[config.mk]
export PLATFORM = sky130hd
export DESIGN_NAME = serial_add_ctrl
export DESIGN_NICKNAME = d
export VERILOG_FILES = /design/src/rtl/serial_add_pkg.sv /design/src/rtl/serial_add_dp.sv /design/src/rtl/serial_add_ctrl.sv
export SDC_FILE = /design/constraint.sdc
export NUM_CORES = 1
export LEC_CHECK = 0
export ABC_AREA = 0
export CAP_MARGIN = 40
export CORE_UTILIZATION = 43
export CTS_BUF_LIST = sky130_fd_sc_hd__clkbuf_4
export DETAILED_ROUTE_END_ITERATION = 10
export PLACE_DENSITY = 0.83
export SLEW_MARGIN = 10
export SYNTH_ARGS = -nofsm -noshare
export SYNTH_HDL_FRONTEND = slang
export SYNTH_SLANG_ARGS = --single-unit
[constraint.sdc]
create_clock -name clk -period 1.3 [get_ports clk]
set_input_delay 0.325 -clock clk [delete_from_list [all_inputs] [get_ports clk]]
set_output_delay 0.325 -clock clk [all_outputs]
set_load 0.01 [all_outputs]
[src/rtl/serial_add_pkg.sv]
// Shared types and constants for the bit-serial add controller.
package serial_add_pkg;

  localparam int DEF_WIDTH = 8;

  typedef enum logic [1:0] {
    IDLE = 2'd0,
    RUN  = 2'd1,
    DONE = 2'd2
  } state_e;

  // bit_idx is never narrower than one bit, even at the minimum width.
  function automatic int idx_w(input int w);
    return (w <= 2) ? 1 : $clog2(w);
  endfunction

endpackage

[src/rtl/serial_add_dp.sv]
// Datapath for the serial adder: operand shifters, carry flop, sum shifter, bit counter.
// Optional macro SERIAL_ADD_OVF_EN adds the two's-complement overflow flag.
module serial_add_dp
  import serial_add_pkg::*;
#(
  parameter int WIDTH = DEF_WIDTH,
  localparam int IW = idx_w(WIDTH)
) (
  input  logic             clk,
  input  logic             rst,
  input  logic             load_i,
  input  logic             step_i,
  input  logic [WIDTH-1:0] op_a_i,
  input  logic [WIDTH-1:0] op_b_i,
  input  logic             cin_i,
  input  logic             s_i,
  input  logic             co_i,
  output logic             a_bit_o,
  output logic             b_bit_o,
  output logic             carry_o,
  output logic             last_o,
`ifdef SERIAL_ADD_OVF_EN
  output logic             ovf_o,
`endif
  output logic [WIDTH-1:0] sum_o,
  output logic             cout_o,
  output logic [IW-1:0]    bit_idx_o
);

  logic [WIDTH-1:0] a_sh_q, a_sh_d;
  logic [WIDTH-1:0] b_sh_q, b_sh_d;
  logic [WIDTH-1:0] sum_q, sum_d;
  logic             carry_q, carry_d;
  logic             cout_q, cout_d;
  logic [IW-1:0]    idx_q, idx_d;

  assign last_o = (idx_q == IW'(WIDTH - 1));

  always_comb begin
    a_sh_d  = a_sh_q;
    b_sh_d  = b_sh_q;
    sum_d   = sum_q;
    carry_d = carry_q;
    cout_d  = cout_q;
    idx_d   = idx_q;
    if (load_i) begin
      a_sh_d  = op_a_i;
      b_sh_d  = op_b_i;
      carry_d = cin_i;
      sum_d   = '0;
      idx_d   = '0;
    end else if (step_i) begin
      a_sh_d  = a_sh_q >> 1;
      b_sh_d  = b_sh_q >> 1;
      carry_d = co_i;
      sum_d   = {s_i, sum_q[WIDTH-1:1]};
      // Counter returns to 0 on the last bit so it rests at 0 outside RUN.
      idx_d   = last_o ? '0 : idx_q + 1'b1;
      if (last_o) cout_d = co_i;
    end
  end

  always_ff @(posedge clk) begin
    if (rst) begin
      a_sh_q  <= '0;
      b_sh_q  <= '0;
      sum_q   <= '0;
      carry_q <= 1'b0;
      cout_q  <= 1'b0;
      idx_q   <= '0;
    end else begin
      a_sh_q  <= a_sh_d;
      b_sh_q  <= b_sh_d;
      sum_q   <= sum_d;
      carry_q <= carry_d;
      cout_q  <= cout_d;
      idx_q   <= idx_d;
    end
  end

`ifdef SERIAL_ADD_OVF_EN
  // On the last bit carry_q is the carry into the MSB.
  logic ovf_q;
  always_ff @(posedge clk) begin
    if (rst)                  ovf_q <= 1'b0;
    else if (step_i & last_o) ovf_q <= carry_q ^ co_i;
  end
  assign ovf_o = ovf_q;
`endif

  assign a_bit_o   = a_sh_q[0];
  assign b_bit_o   = b_sh_q[0];
  assign carry_o   = carry_q;
  assign sum_o     = sum_q;
  assign cout_o    = cout_q;
  assign bit_idx_o = idx_q;

endmodule

[src/rtl/serial_add_ctrl.sv]
// Bit-serial add controller driving an external full adder, LSB first.
// Optional macro SERIAL_ADD_OVF_EN adds the ovf output.
module serial_add_ctrl
  import serial_add_pkg::*;
#(
  parameter int WIDTH = DEF_WIDTH,
  localparam int IW = idx_w(WIDTH)
) (
  input  logic             clk,
  input  logic             rst,
  input  logic             start_valid,
  output logic             start_ready,
  input  logic [WIDTH-1:0] op_a,
  input  logic [WIDTH-1:0] op_b,
  input  logic             cin,
  output logic             X,
  output logic             Y,
  output logic             Ci,
  input  logic             S,
  input  logic             Co,
  output logic [WIDTH-1:0] sum,
  output logic             cout,
`ifdef SERIAL_ADD_OVF_EN
  output logic             ovf,
`endif
  output logic             done_valid,
  input  logic             done_ready,
  output logic             busy,
  output logic [IW-1:0]    bit_idx,
  output state_e           dbg_state
);

  state_e state_q, state_d;
  logic   accept, step, last, a_bit, b_bit, carry;

  // Handshakes: a transfer happens on a rising edge where valid and ready are
  // both high. start_ready is high only in IDLE, done_valid only in DONE; a
  // valid holds its payload until that edge and ready does not wait on valid.
  assign start_ready = (state_q == IDLE);
  assign busy        = (state_q == RUN);
  assign done_valid  = (state_q == DONE);
  assign accept      = start_valid & start_ready;
  assign step        = busy;

  assign X = busy & a_bit;
  assign Y = busy & b_bit;
  assign Ci = busy & carry;

  always_comb begin
    state_d = state_q;
    case (state_q)
      IDLE:    if (accept) state_d = RUN;
      RUN:     if (last) state_d = DONE;
      DONE:    if (done_ready) state_d = IDLE;
      default: state_d = IDLE;
    endcase
  end

  always_ff @(posedge clk) begin
    if (rst) state_q <= IDLE;
    else     state_q <= state_d;
  end

  assign dbg_state = state_q;

  serial_add_dp #(.WIDTH(WIDTH)) u_dp (
    .clk       (clk),
    .rst       (rst),
    .load_i    (accept),
    .step_i    (step),
    .op_a_i    (op_a),
    .op_b_i    (op_b),
    .cin_i     (cin),
    .s_i       (S),
    .co_i      (Co),
    .a_bit_o   (a_bit),
    .b_bit_o   (b_bit),
    .carry_o   (carry),
    .last_o    (last),
`ifdef SERIAL_ADD_OVF_EN
    .ovf_o     (ovf),
`endif
    .sum_o     (sum),
    .cout_o    (cout),
    .bit_idx_o (bit_idx)
  );

endmodule

==> flow_summary.json, run 1 <==
{
  "critPathKind": "reg2out",
  "viasPerCell": 5.61,
  "maxCapViolCount": 0,
  "min_path_cells": 2,
  "max_freq_mhz": 673,
  "coreArea_sq_um": 2850,
  "ir_drop_v": 0.000679,
  "use_met2_pct": 55.3,
  "synth-seq-cells": 31,
  "finalNetCount": 264,
  "pwr_density_cell_nw_per_um2": 986,
  "die_y_um": 57.9,
  "globalplace.congestion": 0.783,
  "track_usage_pct": 30.2,
  "slew_headroom_pct": 79.0,
  "layout_min_cycle_time_ns": 1.48,
  "cts_hold_buffers": 0,
  "ys_top_cells_by_count": "nand2_1, dfxtp_1, a21oi_1, nor2_1, a211oi_1",
  "rsz0062_at_grt": "yes",
  "finalHoldViolations": 0,
  "syn_inst": 167,
  "yosysTopAreaCellShare_pct": 46.1,
  "multi_input_area_sq_um": 958,
  "antenna_found_initial": 0,
  "pre_cts_ws_ns": -0.452,
  "layout-area-overhead-vs-synth_pct": 82.4,
  "clkLatencyLatePin_ns": 0.35,
  "crit_fanout": 2,
  "ys_types": 27,
  "syn_area_per_cell_sq_um": 8.05,
  "die-area_sq_um": 3360,
  "final_antenna_net_count": 0,
  "violations": "setup timing",
  "synth-seq-area-share_pct": 46.1,
  "grt_max_degree": 21,
  "cts_root_buffer": "clkbuf_4",
  "finalMaxSlewViolations": 0,
  "yosysWarnings": 0,
  "ys_top_cells_by_area": "dfxtp_1, a21oi_1, nand2_1",
  "finClkSkew_ns": 0.00778,
  "grt_pass1_vias": 1531,
  "busiest_layer": "met2",
  "total_power_mw": 2.42,
  "regArea_sq_um": 633,
  "final_util_pct": 86.0,
  "wl_um": 4930,
  "arrival_ns": 1.16,
  "dp_hpwl_um": 2290,
  "rows": 19,
  "required_ns": 0.98,
  "clockBufferDepth": 2,
  "synth_top_cell_by_area": "dfxtp_1",
  "synth_area_sq_um": 1350,
  "drc": 0,
  "grt-ovfl-total": 0,
  "cts.sinks": 31,
  "worst_setup_path_end_kind": "primary output",
  "path_clk_slew_ns": 0.10,
  "place_inst": 246,
  "fin_cells": 271,
  "use_met3_pct": 8.93,
  "drt_pass1_iterations": 6,
  "die_w_um": 57.9,
  "holdWs_ns": 0.478,
  "synth.most_common_cell": "nand2_1",
  "first_iter_violations": 52,
  "n_antenna_cell": 0,
  "io_buffers": 42,
  "grt_pass1_wl_um": 7360,
  "cp-start-kind": "flop",
  "fin_crit_sh_pct": 114,
  "final-setup-viol-count": 37,
  "synth_ff_type": "dfxtp_1",
  "synth_edf_count": 0,
  "start_util_pct": 47.1,
  "cts_tree": "built",
  "synthArstFlopShare_pct": 0,
  "fin_ws_ns": -0.185,
  "cts-buffers-inserted": 5,
  "wl_per_cell_um": 18.2,
  "holdCritPathClass": "reg2reg",
  "final.fill_count": 140,
  "use_met1_pct": 31.9,
  "drive_above_1_share_pct": 53.8,
  "r2r_cells": 5,
  "htreeDepth": 2,
  "tightest_slew_ns": 0.315,
  "ios": 43,
  "vias": 1519,
  "leakagePower_nw": 0.935,
  "synth_fp_nets": 192,
  "status": "complete, but fails checks"
}
[sequential cells by signal, summed over array words and instances (netlist names)]
register and count:
u_dp.a_sh_q 8, u_dp.b_sh_q 8, u_dp.sum_o 8, u_dp.bit_idx_o 3, dbg_state 2, u_dp.carry_o 1
u_dp.cout_o 1
[metal layers]
layer	wire length (um)	share of wire, %
met1	1930	39
met2	2560	52
met3	284	5.8
met4	163	3.3
met5	0	0
[through the flow]
| stage | setup TNS, ns | instance area (sq um) |
|---|---|---|
| 2_1_floorplan | -0.00336 | 1360 |
| 3_3_place_gp | -11.80 | 1900 |
| 3_5_place_dp | -12.64 | 1900 |
| 4_1_cts | -3.83 | 2360 |
| 5_1_grt | -6.21 | 2450 |
| 6_report | -4.93 | 2450 |
[timing repair]
item	4_1_cts	5_1_grt
setup endpoints to repair	46	50
buffers inserted	12	3
pin swaps	22	6
gates cloned	3	0
hold endpoints to repair	0	0
resized for setup	133	34
[cell families (layout without fill, tap and decap cells)]
group / count (synthesis) / count (layout) / share of synthesized area, %
AND/OR/NAND/NOR: 72 / 73 / 24.4
AO/OA/AOI/OAI: 46 / 46 / 21.8
flip-flops: 31 / 31 / 46.1
buffers and inverters: 16 / 88 / 5.86
adder cells (fa/ha/maj): 2 / 2 / 1.86
[final cells by class]
cell class	count	area share (%)
well taps	31	1.58
flip-flops and latches	31	25.8
clock buffers	5	1.53
inverters	3	0.561
clock inverters	3	1.58
multi-input cells	121	39.1
repair buffers	77	29.9
[placed cells by master (no fill, tap or decap), drive strengths merged, types with 3 or more instances in the layout]
cell           count
dfxtp             31
a211oi            10
a21oi             29
nand2             36
nand2b             6
clkdlybuf4s50     21
inv                3
nand3              3
buf               43
or3b               3
clkbuf            11
nor2              17
clkdlybuf4s15      6
[report_power, final]
group / switching (mW) / leakage, nW / total (mW) / internal (mW)
registers: 0.0463 / 0.258 / 1.05 / 1.00
clock network: 0.368 / 0.0426 / 0.763 / 0.395
logic: 0.292 / 0.634 / 0.604 / 0.312
total: 0.707 / 0.935 / 2.42 / 1.71
[worst paths after layout]
kind | startpoint | endpoint | slack (ns)
max | dbg_state[1] | done_valid | -0.18
min | u_dp.sum_o[0] | u_dp.sum_o[0] | 0.48
max reg2reg | dbg_state[1] | u_dp.a_sh_q[2] | -0.18
min reg2reg | u_dp.sum_o[0] | u_dp.sum_o[0] | 0.48
[worst max-delay path, stage by stage (launching register included)]
cell	delay [ns]
dfxtp_2	0.34
buf_6	0.11
buf_4	0.13
nor2b_4	0.12
buf_6	0.11
(Power assumes the default switching activity.)
==> run 2, diff against run 1 <==
--- a/config.mk
+++ b/config.mk
@@ -9,8 +9,10 @@
 export CAP_MARGIN = 40
 export CORE_UTILIZATION = 43
 export CTS_BUF_LIST = sky130_fd_sc_hd__clkbuf_4
+export CTS_CLUSTER_DIAMETER = 200
 export DETAILED_ROUTE_END_ITERATION = 10
 export PLACE_DENSITY = 0.83
+export SKIP_LAST_GASP = 1
 export SLEW_MARGIN = 10
 export SYNTH_ARGS = -nofsm -noshare
 export SYNTH_HDL_FRONTEND = slang
==> flow_summary.json, run 2 (synthesized netlist as in run 1, its figures left out) <==
{
  "first_iter_violations": 81,
  "slew_headroom_pct": 79.1,
  "antenna_found_initial": 0,
  "cts_hold_buffers": 0,
  "finalNetCount": 264,
  "drt_pass1_iterations": 6,
  "cts-buffers-inserted": 5,
  "r2r_cells": 5,
  "htreeDepth": 2,
  "pwr-share-seq_pct": 43.4,
  "die_y_um": 57.9,
  "layout-area-overhead-vs-synth_pct": 81.3,
  "grt_pass1_wl_um": 7150,
  "clkLatencyLatePin_ns": 0.36,
  "clockBufferDepth": 2,
  "required_ns": 0.98,
  "viasPerCell": 5.70,
  "pwr-share-comb_pct": 24.9,
  "violations": "setup timing",
  "grt_max_degree": 21,
  "p_int_mw": 1.71,
  "wl_per_cell_um": 18.6,
  "final_common_cell": "nand2_1",
  "max_freq_mhz": 665,
  "reg2reg_slack_ns": -0.20,
  "drive_above_1_share_pct": 54.2,
  "vias": 1544,
  "start_util_pct": 47.1,
  "die_w_um": 57.9,
  "finClkSkew_ns": 0.00807,
  "cp-start-kind": "flop",
  "total_power_mw": 2.42,
  "setup_tns_ns": -5.50,
  "die-area_sq_um": 3360,
  "hp-start": "u_dp.sum_o[0]",
  "fin_ws_ns": -0.205,
  "fin_crit_sh_pct": 116,
  "tightest_slew_ns": 0.313,
  "power.share.clock_pct": 31.7,
  "globalplace.congestion": 0.783,
  "rr_endpoint": "u_dp.a_sh_q[2]",
  "leakagePower_nw": 0.935,
  "ios": 43,
  "cts.sinks": 31,
  "coreArea_sq_um": 2850,
  "pwr_density_cell_nw_per_um2": 992,
  "crit_fanout": 3,
  "track_usage_pct": 28.9,
  "final_antenna_net_count": 0,
  "status": "complete, but fails checks",
  "io_buffers": 42,
  "critPathKind": "reg2out",
  "cts_tree": "built",
  "n_antenna_cell": 0,
  "cts_root_buffer": "clkbuf_4",
  "grt_pass1_vias": 1492,
  "holdPathEnd": "u_dp.sum_o[0]",
  "ir_drop_v": 0.000652,
  "worst_setup_path_end_kind": "primary output",
  "rsz0062_at_grt": "yes",
  "layout_min_cycle_time_ns": 1.50,
  "final-setup-viol-count": 38,
  "switching_share_pct": 29.4,
  "path_clk_slew_ns": 0.10,
  "dp_hpwl_um": 2290,
  "min_path_cells": 2,
  "drc": 0,
  "r2r_start": "dbg_state[1]",
  "arrival_ns": 1.18,
  "rows": 19,
  "wl_um": 5030,
  "final_cell_mix": "nand2_1, a21oi_2, dfxtp_1",
  "finalMaxSlewViolations": 0,
  "grt-ovfl-total": 0,
  "p_sw_uw": 711,
  "maxCapViolCount": 0,
  "finalHoldViolations": 0,
  "holdCritPathClass": "reg2reg"
}
[run 2: cell count changes in the layout (fill, tap and decap cells not counted), sizes merged]
| cell | before | now |
|---|---|---|
| clkbuf | 11 | 13 |
| clkdlybuf4s15 | 6 | 4 |
[run 2: how the worst max path moves through the flow]
stage / startpoint / end / slack (ns) / cells after the start
2_1_floorplan: dbg_state[1] / Y / -0.003 / 4
3_3_place_gp: start_valid / u_dp.a_sh_q[2] / -0.43 / 5
3_5_place_dp: start_valid / u_dp.a_sh_q[2] / -0.45 / 5
4_1_cts: dbg_state[1] / Y / -0.26 / 4
5_1_grt: dbg_state[1] / Ci / -0.23 / 4
6_report: dbg_state[1] / Y / -0.20 / 4
[run 2: repair_timing]
action,CTS,global route
cloned,3,0
setup endpoints to repair,46,50
buffers inserted,12,3
resized for setup,127,41
pin swaps,18,9
[run 2: cell type report]
type | count | area [sq um]
clock buffers | 5 | 37.5
fillers | 148 | 414
clock inverters | 3 | 38.8
well taps | 31 | 38.8
repair buffers | 77 | 724
multi-input cells | 121 | 953
inverters | 3 | 13.8
flip-flops and latches | 31 | 632
[run 2: layer usage]
metal	share of wire (%)	track usage, %
met4	2.9	11.9
met3	4.5	8.48
met2	53	51.6
met1	39	32.1
met5	0	0
[run 2: through the flow]
stage,hold slack (ns),instances,utilization [%],setup slack (ns),cell area (sq um)
3_3_place_gp,0.439,246,66.5,-0.425,1900
3_5_place_dp,0.443,246,66.5,-0.452,1900
2_1_floorplan,0.437,167,-,-0.00336,1360
6_report,0.473,271,85.5,-0.205,2440
4_1_cts,0.468,268,82.4,-0.259,2350
5_1_grt,0.503,271,85.5,-0.235,2440
[run 2: worst max-delay path, cell delays in order (launching register included)]
cell,delay (ns)
dfxtp_2,0.35
nand2b_4,0.16
inv_4,0.05
and2_4,0.14
buf_2,0.13
[run 2: power by group through the flow]
stage	Combinational, mW	Sequential, mW	Clock [mW]
after floorplan	0.204	1.05	0
after global placement	0.372	1.05	0
after detailed placement	0.381	1.06	0
after CTS	0.529	1.04	0.739
after global routing	0.631	1.05	0.799
final	0.602	1.05	0.767
==> run 3, diff against run 2 <==
--- a/config.mk
+++ b/config.mk
@@ -12,6 +12,7 @@
 export CTS_CLUSTER_DIAMETER = 200
 export DETAILED_ROUTE_END_ITERATION = 10
 export PLACE_DENSITY = 0.83
+export RECOVER_POWER = 100
 export SKIP_LAST_GASP = 1
 export SLEW_MARGIN = 10
 export SYNTH_ARGS = -nofsm -noshare
==> flow_summary.json, run 3 (synthesized netlist as in run 1, its figures left out) <==
{
  "wl_per_cell_um": 18.6,
  "ir_drop_v": 0.000649,
  "drc": 0,
  "place_inst": 246,
  "crit_fanout": 3,
  "drt_pass1_iterations": 7,
  "rsz0062_at_grt": "yes",
  "cp-start-kind": "flop",
  "critPathKind": "reg2out",
  "htreeDepth": 2,
  "final.fill_count": 155,
  "cts-buffers-inserted": 5,
  "final_antenna_net_count": 0,
  "die-area_sq_um": 3360,
  "cts.sinks": 31,
  "rows": 19,
  "final_cell_mix": "nand2_1, dfxtp_1, a21oi_2",
  "first_iter_violations": 68,
  "fin_cells": 271,
  "die_y_um": 57.9,
  "required_ns": 0.98,
  "slew_headroom_pct": 79.1,
  "holdCritPathClass": "reg2reg",
  "fin_ws_ns": -0.203,
  "coreArea_sq_um": 2850,
  "tightest_slew_ns": 0.314,
  "final-setup-viol-count": 38,
  "max_freq_mhz": 665,
  "finalMaxSlewViolations": 0,
  "io_buffers": 42,
  "finalNetCount": 264,
  "leakagePower_nw": 0.911,
  "globalplace.congestion": 0.783,
  "layout_min_cycle_time_ns": 1.50,
  "start_util_pct": 47.1,
  "regArea_sq_um": 631,
  "arrival_ns": 1.18,
  "violations": "setup timing",
  "vias": 1546,
  "setup_tns_ns": -5.45,
  "dp_hpwl_um": 2290,
  "cts_root_buffer": "clkbuf_4",
  "grt_pass1_wl_um": 7150,
  "clockBufferDepth": 2,
  "cts_hold_buffers": 0,
  "drive_above_1_share_pct": 50.8,
  "track_usage_pct": 28.9,
  "n_antenna_cell": 0,
  "maxCapViolCount": 0,
  "grt_max_degree": 21,
  "antenna_found_initial": 0,
  "multi_input_area_sq_um": 953,
  "grt_pass1_vias": 1492,
  "clkLatencyLatePin_ns": 0.35,
  "fin_crit_sh_pct": 116,
  "worst_setup_path_end_kind": "primary output",
  "cts_tree": "built",
  "path_clk_slew_ns": 0.10,
  "status": "complete, but fails checks",
  "layout-area-overhead-vs-synth_pct": 80.6,
  "finClkSkew_ns": 0.00898,
  "grt-ovfl-total": 0,
  "finalHoldViolations": 0,
  "pwr_density_cell_nw_per_um2": 995,
  "ios": 43,
  "viasPerCell": 5.70,
  "final_common_cell": "nand2_1",
  "wl_um": 5030,
  "die_w_um": 57.9
}
## run 3: critical path, cell delays in order, from the launching register on
cell      delay, ns
dfxtp_2        0.35
nand2b_4       0.16
inv_4          0.05
and2_4         0.14
buf_2          0.13
## run 3: cell type report
class / instances / share of cell area (%)
clock buffers: 5 / 1.55
clock inverters: 3 / 1.60
inverters: 3 / 0.567
multi-input cells: 121 / 39.3
flip-flops and latches: 31 / 26.0
well taps: 31 / 1.60
repair buffers: 77 / 29.5
## run 3: where the power goes
group | switching, mW | internal (mW) | leakage (nW)
sequential | 0.0475 | 1.00 | 0.257
combinational | 0.291 | 0.309 | 0.611
clock | 0.369 | 0.395 | 0.0426
## run 3: repair_timing
item                                   CTS  global route
setup buffers                           12             3
pin swaps                               18             9
cloned                                   3             0
endpoints found under the hold margin    0             0
resized for setup                      127            41
setup endpoints to repair               46            50
## run 3: layer usage
layer	track usage, %	routed length (um)	vias up
li1	-	-	715
met1	32.1	1950	755
met2	51.6	2700	60
met3	8.48	248	16
met4	11.9	134	0
met5	0	0	-
## run 3: metrics by stage
stage	hold WS [ns]	worst slack [ns]	util [%]	total power [mW]	cell area (sq um)
after floorplan	0.437	-0.00336	-	1.26	1360
after global placement	0.439	-0.425	66.5	1.42	1900
after detailed placement	0.443	-0.452	66.5	1.44	1900
after CTS	0.468	-0.259	82.4	2.31	2350
after global routing	0.502	-0.235	85.1	2.48	2430
final	0.472	-0.203	85.1	2.42	2430
## run 3: worst paths after layout
check / start / end / slack [ns] / cells after the start
worst max register to register: dbg_state[1] / u_dp.a_sh_q[2] / -0.20 / 5
worst max-delay path: dbg_state[1] / Y / -0.20 / 4
worst min-delay path: u_dp.sum_o[0] / u_dp.sum_o[0] / 0.47 / 2
worst min register to register: u_dp.sum_o[0] / u_dp.sum_o[0] / 0.47 / 2
